--- config.mk ---
export PLATFORM = sky130hd
export DESIGN_NAME = pipe_hazard_ctrl
export DESIGN_NICKNAME = d
export VERILOG_FILES = /design/src/rtl/pipe_ctrl_pkg.sv /design/src/rtl/mem_wait_fsm.sv /design/src/rtl/pipe_hazard_ctrl.sv
export SDC_FILE = /design/constraint.sdc
export NUM_CORES = 1
export LEC_CHECK = 0
export ABC_CLOCK_PERIOD_IN_PS = 2200
export BUFFER_PORTS_ARGS = -buffer_cell sky130_fd_sc_hd__buf_2
export CAP_MARGIN = 20
export CORE_MARGIN = 4
export CORE_UTILIZATION = 46
export DETAILED_ROUTE_END_ITERATION = 6
export PLACE_DENSITY = 0.77
export SLEW_MARGIN = 20
export SYNTH_ARGS = -nofsm -noshare
export SYNTH_HDL_FRONTEND = slang
export SYNTH_SLANG_ARGS = --single-unit
export TNS_END_PERCENT = 20
--- constraint.sdc ---
create_clock -name clk -period 2.2 [get_ports clk]
set_clock_uncertainty 0.2 [all_clocks]
set_input_delay 0.44 -clock clk [delete_from_list [all_inputs] [get_ports clk]]
set_output_delay 0.44 -clock clk [all_outputs]
set_load 0.005 [all_outputs]
--- src/rtl/pipe_ctrl_pkg.sv ---
// Shared definitions for the pipeline scheduler: MA control bit positions,
// PC source encodings and the data-memory wait FSM state type.
package pipe_ctrl_pkg;

    // Bit positions inside the MA_M control field carried by the EX/MA register
    localparam int MA_RD = 0;
    localparam int MA_WR = 1;
    localparam int MA_BR = 2;
    localparam int MA_J  = 3;

    // PC source select encodings
    localparam logic [1:0] PC_SEQ = 2'd0;
    localparam logic [1:0] PC_BR  = 2'd1;
    localparam logic [1:0] PC_J   = 2'd2;

    // Data-memory handshake states
    typedef enum logic [1:0] {
        IDLE = 2'd0,
        WAIT = 2'd1,
        ERR  = 2'd2
    } mem_state_t;

    // True when the instruction in MA touches data memory
    function automatic logic is_mem_access(input logic [3:0] ctrl);
        return ctrl[MA_RD] | ctrl[MA_WR];
    endfunction

endpackage

--- src/rtl/mem_wait_fsm.sv ---
// Sequences variable-latency data-memory accesses in MA through the
// request/ready handshake and trips a sticky error when the memory never
// answers within TIMEOUT wait cycles.
module mem_wait_fsm
    import pipe_ctrl_pkg::*;
#(
    parameter int TIMEOUT = 16
) (
    input  logic clk,
    input  logic rst,
    input  logic ma_access_i,
    input  logic mem_ready_i,
    output logic mem_req_o,
    output logic mem_err_o
);

    localparam int CNT_W = $clog2(TIMEOUT + 1);
    localparam logic [CNT_W-1:0] CNT_LAST = CNT_W'(TIMEOUT);
    localparam logic [CNT_W-1:0] CNT_ONE  = CNT_W'(1);

    mem_state_t       state_q;
    logic [CNT_W-1:0] wait_cnt_q;
    logic             mem_err_q;

    // State, wait counter and sticky error flag; the counter holds the number
    // of the current WAIT cycle and is zero whenever the FSM is not waiting
    always_ff @(posedge clk) begin
        if (rst) begin
            state_q    <= IDLE;
            wait_cnt_q <= '0;
            mem_err_q  <= 1'b0;
        end else begin
            case (state_q)
                IDLE: begin
                    if (ma_access_i && !mem_ready_i) begin
                        state_q    <= WAIT;
                        wait_cnt_q <= CNT_ONE;
                    end
                end
                WAIT: begin
                    if (mem_ready_i) begin
                        state_q    <= IDLE;
                        wait_cnt_q <= '0;
                    end else if (wait_cnt_q == CNT_LAST) begin
                        state_q    <= ERR;
                        wait_cnt_q <= '0;
                        mem_err_q  <= 1'b1;
                    end else begin
                        wait_cnt_q <= wait_cnt_q + CNT_ONE;
                    end
                end
                ERR: begin
                    state_q <= ERR;
                end
                default: begin
                    state_q    <= IDLE;
                    wait_cnt_q <= '0;
                end
            endcase
        end
    end

    // Request follows the MA access in IDLE so zero-wait accesses cost nothing,
    // is held through WAIT, and is withdrawn for good once the access failed
    always_comb begin
        mem_req_o = 1'b0;
        case (state_q)
            IDLE:    mem_req_o = ma_access_i;
            WAIT:    mem_req_o = 1'b1;
            default: mem_req_o = 1'b0;
        endcase
    end

    assign mem_err_o = mem_err_q;

endmodule

--- src/rtl/pipe_hazard_ctrl.sv ---
// Pipeline scheduler for the five-stage MIPS core: produces the hold and
// bubble enables for the pipeline registers and the PC source select,
// resolving load-use hazards, MA-resolved redirects and memory wait states.
module pipe_hazard_ctrl
    import pipe_ctrl_pkg::*;
#(
    parameter int TIMEOUT = 16,
    parameter int PERF_W  = 32
) (
    input  logic              clk,
    input  logic              rst,
    input  logic [4:0]        id_rs,
    input  logic [4:0]        id_rt,
    input  logic              ex_load,
    input  logic [4:0]        ex_rt,
    input  logic [3:0]        ma_ctrl,
    input  logic              zf_m,
    input  logic              mem_ready,
    output logic              mem_req,
    output logic              stall_f,
    output logic              stall_d,
    output logic              stall_e,
    output logic              stall_m,
    output logic              flush_d,
    output logic              flush_e,
    output logic              flush_m,
    output logic [1:0]        pc_src,
    output logic              mem_err,
    output logic [PERF_W-1:0] stall_cnt
);

    localparam logic [PERF_W-1:0] CNT_ONE = PERF_W'(1);

    logic              ma_access;
    logic              mem_stall;
    logic              load_use;
    logic              redirect;
    logic [PERF_W-1:0] stall_cnt_q;
    logic [PERF_W-1:0] stall_cnt_d;

    assign ma_access = is_mem_access(ma_ctrl);

    mem_wait_fsm #(
        .TIMEOUT (TIMEOUT)
    ) u_mem_wait_fsm (
        .clk         (clk),
        .rst         (rst),
        .ma_access_i (ma_access),
        .mem_ready_i (mem_ready),
        .mem_req_o   (mem_req),
        .mem_err_o   (mem_err)
    );

    // Hazard detection: a register-zero destination never creates a dependency
    always_comb begin
        mem_stall = mem_req & ~mem_ready;
        load_use  = ex_load && (ex_rt != 5'd0) && ((ex_rt == id_rs) || (ex_rt == id_rt));
    end

    // Redirect select: a jump wins over a taken branch
    always_comb begin
        pc_src = PC_SEQ;
        if (ma_ctrl[MA_J]) begin
            pc_src = PC_J;
        end else if (ma_ctrl[MA_BR] && zf_m) begin
            pc_src = PC_BR;
        end
        redirect = (pc_src != PC_SEQ);
    end

    // Stall/flush priority: a memory stall freezes everything, a redirect
    // squashes the three younger instructions, otherwise a load-use bubble
    always_comb begin
        stall_f = 1'b0;
        stall_d = 1'b0;
        stall_e = 1'b0;
        stall_m = 1'b0;
        flush_d = 1'b0;
        flush_e = 1'b0;
        flush_m = 1'b0;
        if (mem_stall) begin
            stall_f = 1'b1;
            stall_d = 1'b1;
            stall_e = 1'b1;
            stall_m = 1'b1;
        end else if (redirect) begin
            flush_d = 1'b1;
            flush_e = 1'b1;
            flush_m = 1'b1;
        end else if (load_use) begin
            stall_f = 1'b1;
            stall_d = 1'b1;
            flush_e = 1'b1;
        end
    end

    // Memory-stall performance counter sticks at all-ones instead of wrapping
    always_comb begin
        stall_cnt_d = stall_cnt_q;
        if (mem_stall && (stall_cnt_q != {PERF_W{1'b1}})) begin
            stall_cnt_d = stall_cnt_q + CNT_ONE;
        end
    end

    // Performance counter register
    always_ff @(posedge clk) begin
        if (rst) begin
            stall_cnt_q <= '0;
        end else begin
            stall_cnt_q <= stall_cnt_d;
        end
    end

    assign stall_cnt = stall_cnt_q;

endmodule
Word-level counts from Yosys, hierarchy flattened
Cells that the tools add are included.
{ "classes": {"n_addsub": 2, "multipliers": 0, "n_div": 0, "n_lt_le_gt_ge": 0, "n_eq_ne": 8, "n_shift": 0, "muxes": 19, "n_bitwise": 4, "reduce_logical": 13} }
{ "ops": {"columns": ["cell", "n"], "rows": [
  ["adder 32 x 1 -> 32 bit, second input constant", 1],
  ["!= test 32 bit, second input constant", 1],
  ["2-to-1 mux 5 bit", 3],
  ["one-hot mux 5 bit (3 select lines)", 1],
  ["equality test 5 bit", 2],
  ["2-to-1 mux 1 bit", 9],
  ["2-to-1 mux 2 bit", 4],
  ["one-hot mux 2 bit (3 select lines)", 1],
  ["adder 5 x 1 -> 5 bit, second input constant", 1],
  ["equality test 5 bit, second input constant", 1],
  ["logical AND 1 bit", 5],
  ["nonzero test 5 bit", 1],
  ["AND reduction 2 bit", 2],
  ["!= test 3 x 2 -> 1 bit, second input constant", 1],
  ["AND reduction 3 bit", 1],
  ["equality test 2 x 1 -> 1 bit, second input constant", 1],
  ["equality test 2 bit, second input constant", 1],
  ["logical NOT 2 bit", 1],
  ["!= test 2 x 1 -> 1 bit, second input constant", 1],
  ["NOT 1 bit", 2],
  ["one-hot mux 1 bit (2 select lines)", 1],
  ["nonzero test 2 bit", 1],
  ["AND 1 bit", 1],
  ["logical NOT 1 bit", 1],
  ["2 further kinds", 2]
]} }
{ "word_totals": {"ff_bits": 40, "latchBits": 0, "mem_bits_rw": 0, "rom_bits": 0, "wordCells": 50, "mem_count": 0} }

Logic depth before layout (Yosys ltp)
{ "depth": {"depth_word": 6, "mapped_depth": 8, "mapped_depth_nobuf": 7} }

Cells and area by module
From an unflattened synthesis, not the netlist that was laid out.
{ "unflattened": {"cells_unflattened": 272, "area_unflattened_um2": 2307.2} }
{ "modules_own_cells": {"columns": ["mod", "n_inst", "cells_each", "area_each_um2", "seq_area_each_um2"], "rows": [
  ["pipe_hazard_ctrl", 1, 226, 1888.1, 640.6],
  ["mem_wait_fsm", 1, 46, 419.2, 160.2]
]} }

Worst setup path after synthesis
OpenSTA, ideal clock, no wires.
{ "synth_timing": {"path_type": "register to register", "from": "register stall_cnt_q[12], in the netlist stall_cnt[12]", "to": "register stall_cnt_q[29], in the netlist stall_cnt[29]", "t_arrival_ps": 1832, "required_ps": 1879, "slack_ps": 47, "path_stages_with_launch": 8, "path_buffers": 2, "synth_period_minus_slack_ps": 2153, "cell_sequence": "dfxtp_1 > and4_4 > and4_1 > buf_2 > a31o_2 > buf_2 > nor4_1 > mux2_2"} }
{ "synth_via": {"elab_chain_len": 2, "word_cells_on_any_way": 3, "cone_classes": "add/sub (1); eq/ne (1); reduce/logical (1)"} }
{ "synth_rtl": {"columns": ["element", "line_no", "text"], "rows": [
  ["start: declaration", "pipe_hazard_ctrl.sv:38", "logic [PERF_W-1:0] stall_cnt_q;"],
  ["start signal: assignment", "pipe_hazard_ctrl.sv:110", "stall_cnt_q <= stall_cnt_d;"],
  ["parallel branches: the longest is 2 deep, another holds adder 32 x 1 -> 32 bit", null, null]
]} }
Parallel ways; which one is timed is not known.
A chain may end at the register's enable or synchronous reset.

Worst setup path in the final report
{ "layout_timing": {"from": "input port ex_rt[1]", "to": "output port flush_e"} }
{ "layout_via": {"elab_chain_len": 6, "word_cells_on_any_way": 9, "cone_classes": "eq/ne (2); mux (3); reduce/logical (4)"} }
{ "layout_rtl": {"columns": ["element", "line_no", "text"], "rows": [
  ["start: declaration", "pipe_hazard_ctrl.sv:15", "input logic [4:0] ex_rt,"],
  ["equality test 5 bit or nonzero test 5 bit (tied branches)", "pipe_hazard_ctrl.sv:57", "load_use = ex_load && (ex_rt != 5'd0) && ((ex_rt == id_rs) || (ex_rt == id_rt));"],
  ["logical OR 1 bit or logical AND 1 bit (tied branches)", "pipe_hazard_ctrl.sv:57", null],
  ["logical AND 1 bit *", "pipe_hazard_ctrl.sv:57", null],
  ["2-to-1 mux 1 bit *", "pipe_hazard_ctrl.sv:90", "end else if (load_use) begin"],
  ["2-to-1 mux 1 bit *", "pipe_hazard_ctrl.sv:86", "end else if (redirect) begin"],
  ["2-to-1 mux 1 bit *", "pipe_hazard_ctrl.sv:81", "if (mem_stall) begin"],
  ["end: declaration", "pipe_hazard_ctrl.sv:25", "output logic flush_e,"]
]} }
Every way passes the cells marked *; elsewhere a longest branch is shown, timed or not.

==> results_dict.tcl <==
set metrics [dict create \
    outcome "completed" \
    cts_buffers 5 \
    cts.sinks 40 \
    drv_cap 0 \
    cts_max_path_buffers 2 \
    regArea_um2 802 \
    die_area_um2 6000 \
    cts_tree "yes" \
    tightest_slew_ns 0.619 \
    syn_to_final_growth_pct 36.0 \
    ir_drop_mv 0.305 \
    layout-drive-gt1-share_pct 39.2 \
    antenna_cells 0 \
    synth_cell_type_count 47 \
    path_delay_family "simple AND/OR/NAND/NOR gates" \
    ys_seq_area_share_pct 36.1 \
    path_clk_slew_ns 0.07 \
    swShare_pct 25.3 \
    nets 399 \
    via_count 2366 \
    syn_avg_cell_area_um2 8.14 \
    cts_hold_buf 0 \
    gr-total-overflow 0 \
    path_max_fanout 3 \
    grt_start_max_net_pins 35 \
    ys_ff_latch 40 \
    finalHoldViolCount 0 \
    synth_edf_count 0 \
    wire_per_inst_um 13.7 \
    crit_buf_inv 2 \
    power_leakage_nw 1.25 \
    grt_pass1_vias 2242 \
    slowest_delay_ns 0.53 \
    synth_common_cells "dfxtp_1, a21oi_1, nor2_1" \
    ys.warnings.count 0 \
    synthCells 273 \
    slew_violations 0 \
    fin_cells 426 \
    path_class "primary input to output port" \
    port_buffers 66 \
    antenna_found_initial 0 \
    wl_um 5820 \
    cp_slowest_cell "or4_1" \
    first_iter_violations 93 \
    die_h_um 77.5 \
    dr.pass1.iters 5 \
    core_area_um2 4690 \
    fmax_ghz 0.461 \
    clock_latency_ns 0.30 \
    cp_common_cell "buf_2" \
    grt_pass1_wl_um 10100 \
    nFillCells 398 \
    viasPerCell 5.55 \
    synth_top_area_share_pct 36.1 \
    slew_headroom_pct 58.7 \
    arrival_ns 1.53 \
    ant_nets 0 \
    htreeDepth 2 \
    initial_utilization_pct 47.3 \
    syn_nets 300 \
    synth_ff_type "dfxtp_1" \
    detailed_place_hpwl_um 4440 \
    p_sw_w 0.000352 \
    grt_usage_pct 20.2 \
    endpoint_kind "output port" \
    drc 0 \
    fin_crit_ns 2.17 \
    die_w_um 77.5 \
    async_flop_share_pct 0 \
    rows 25 \
    synth_area_leaders "dfxtp_1, a21oi_1, or4_1" \
    dp.cells 418 \
    ios 67 \
    multi_input_area_um2 1390 \
    cp.required_ns 1.56 \
    syn_area_um2 2220 \
    setup_violations 0 \
    post-synth-top-count-cell "dfxtp_1" \
    crit_chain "buf_2 > or4_1 > o221ai_2 > a21oi_1 > buf_2" \
    seqPwrFrac_pct 53.3 \
    gp_congestion 0.773 \
    startpoint_type "primary input" \
    grt_setup_unrepaired "yes" \
    powerDensity_nw_per_um2 460 \
    clock-root-buffer "clkbuf_8" \
    combinationalPowerShare_pct 13.3 \
    synth_largest_area_cell "dfxtp_1" \
    p_int_w 0.00104 \
    finalCritPeriodShare_pct 98.6 \
    clkPwrFrac_pct 33.5 \
    hold_path_class "flip-flop to flip-flop" \
    fin_setup_tns_ns 0 \
]
==> kinds of logic after synthesis <==
kind of cell	synth area share, %
buffers and inverters	5.97
DFF	36.1
AOI/OAI and AO/OA	17.2
xor gates and xnor gates	7.10
adders and majority gates	1.69
muxes	1.97
and+or+nand+nor	30.0
==> final timing paths <==
| path | from | end | slack (ns) | cells past startpoint |
|---|---|---|---|---|
| min reg2reg | u_mem_wait_fsm.mem_err_o | u_mem_wait_fsm.mem_err_o | 0.25 | 2 |
| max reg2reg | stall_cnt[13] | stall_cnt[28] | 0.07 | 5 |
| max | ex_rt[1] | flush_e | 0.03 | 5 |
| min | u_mem_wait_fsm.mem_err_o | u_mem_wait_fsm.mem_err_o | 0.25 | 2 |
==> placed cells by master (no fill, tap or decap), types with 2 or more instances in the layout <==
| cell type | netlist | final |
|---|---|---|
| or3_1 | 9 | 8 |
| clkbuf_8 | 0 | 5 |
| mux2_2 | 3 | 3 |
| xnor2_1 | 11 | 11 |
| dfxtp_1 | 40 | 39 |
| a211oi_1 | 4 | 4 |
| o21ai_1 | 3 | 3 |
| ha_1 | 3 | 2 |
| nand3_1 | 13 | 13 |
| o21ai_0 | 10 | 10 |
| nor2_1 | 24 | 23 |
| or4_1 | 13 | 11 |
| xor2_1 | 7 | 7 |
| nor3_1 | 8 | 6 |
| o31ai_1 | 11 | 11 |
| buf_4 | 4 | 41 |
| nor3_2 | 0 | 2 |
| buf_2 | 4 | 66 |
| nand2_1 | 22 | 20 |
| or3_4 | 1 | 2 |
| nand4_1 | 8 | 8 |
| nor2b_1 | 3 | 3 |
| nand2_2 | 0 | 2 |
| inv_1 | 11 | 11 |
| or4_4 | 0 | 2 |
| a21oi_2 | 0 | 4 |
| a21oi_1 | 26 | 22 |
| nor2_2 | 1 | 2 |
| and4_4 | 1 | 4 |
==> worst reg2reg max path, delay by kind of cell (launching register included) <==
| kind | cells | cell delay, ns |
|---|---|---|
| simple gates | 4 | 1.32 |
| flops | 1 | 0.38 |
| compound gates | 1 | 0.18 |
==> power groups by stage <==
stage,combinational (W),sequential [W],clock [W]
final,0.000184,0.000739,0.000465
after global routing,0.000203,0.000740,0.000506
after CTS,0.000179,0.000737,0.000470
after detailed placement,0.000171,0.000754,0
after global placement,0.000167,0.000753,0
after floorplan,0.0000861,0.000756,0
==> registers in the layout, summed over array words and instances, names as in the netlist <==
name,flops
stall_cnt,32
u_mem_wait_fsm.state_q,2
u_mem_wait_fsm.mem_err_o,1
u_mem_wait_fsm.wait_cnt_q,5
==> what timing repair did <==
action,CTS,global route
resized for setup,5,22
endpoints found under the hold margin,0,0
setup endpoints to repair,5,17
buffers inserted,1,0
pin swaps,1,5
==> metal layers <==
metal  track usage (%)  vias up  routed length [um]
li1                  -     1199                   -
met1              24.3     1098                2570
met2              35.1       60                2840
met3              5.45        9                 337
met4              5.87        0                  80
met5                 0        -                   0
==> per-stage QoR <==
| step | util (%) | area, um^2 | hold WS, ns | worst slack (ns) | total power, W |
|---|---|---|---|---|---|
| after floorplan | - | 2220 | 0.242 | 0.0469 | 0.000842 |
| after global placement | 60.3 | 2830 | 0.239 | -0.00856 | 0.000920 |
| after detailed placement | 60.3 | 2830 | 0.243 | -0.0351 | 0.000925 |
| after CTS | 62.5 | 2930 | 0.254 | 0.00572 | 0.00139 |
| after global routing | 64.4 | 3020 | 0.270 | -0.0164 | 0.00145 |
| final | 64.4 | 3020 | 0.249 | 0.0316 | 0.00139 |
==> area by class of cell <==
type	instances	area share [%]
clock buffers	6	2.40
clock inverters	1	0.166
inverters	11	1.37
multi-input cells	207	46.1
flip-flops and latches	40	26.6
well taps	54	2.24
repair buffers	107	21.1
No activity file was read; power rests on OpenSTA's default activity.
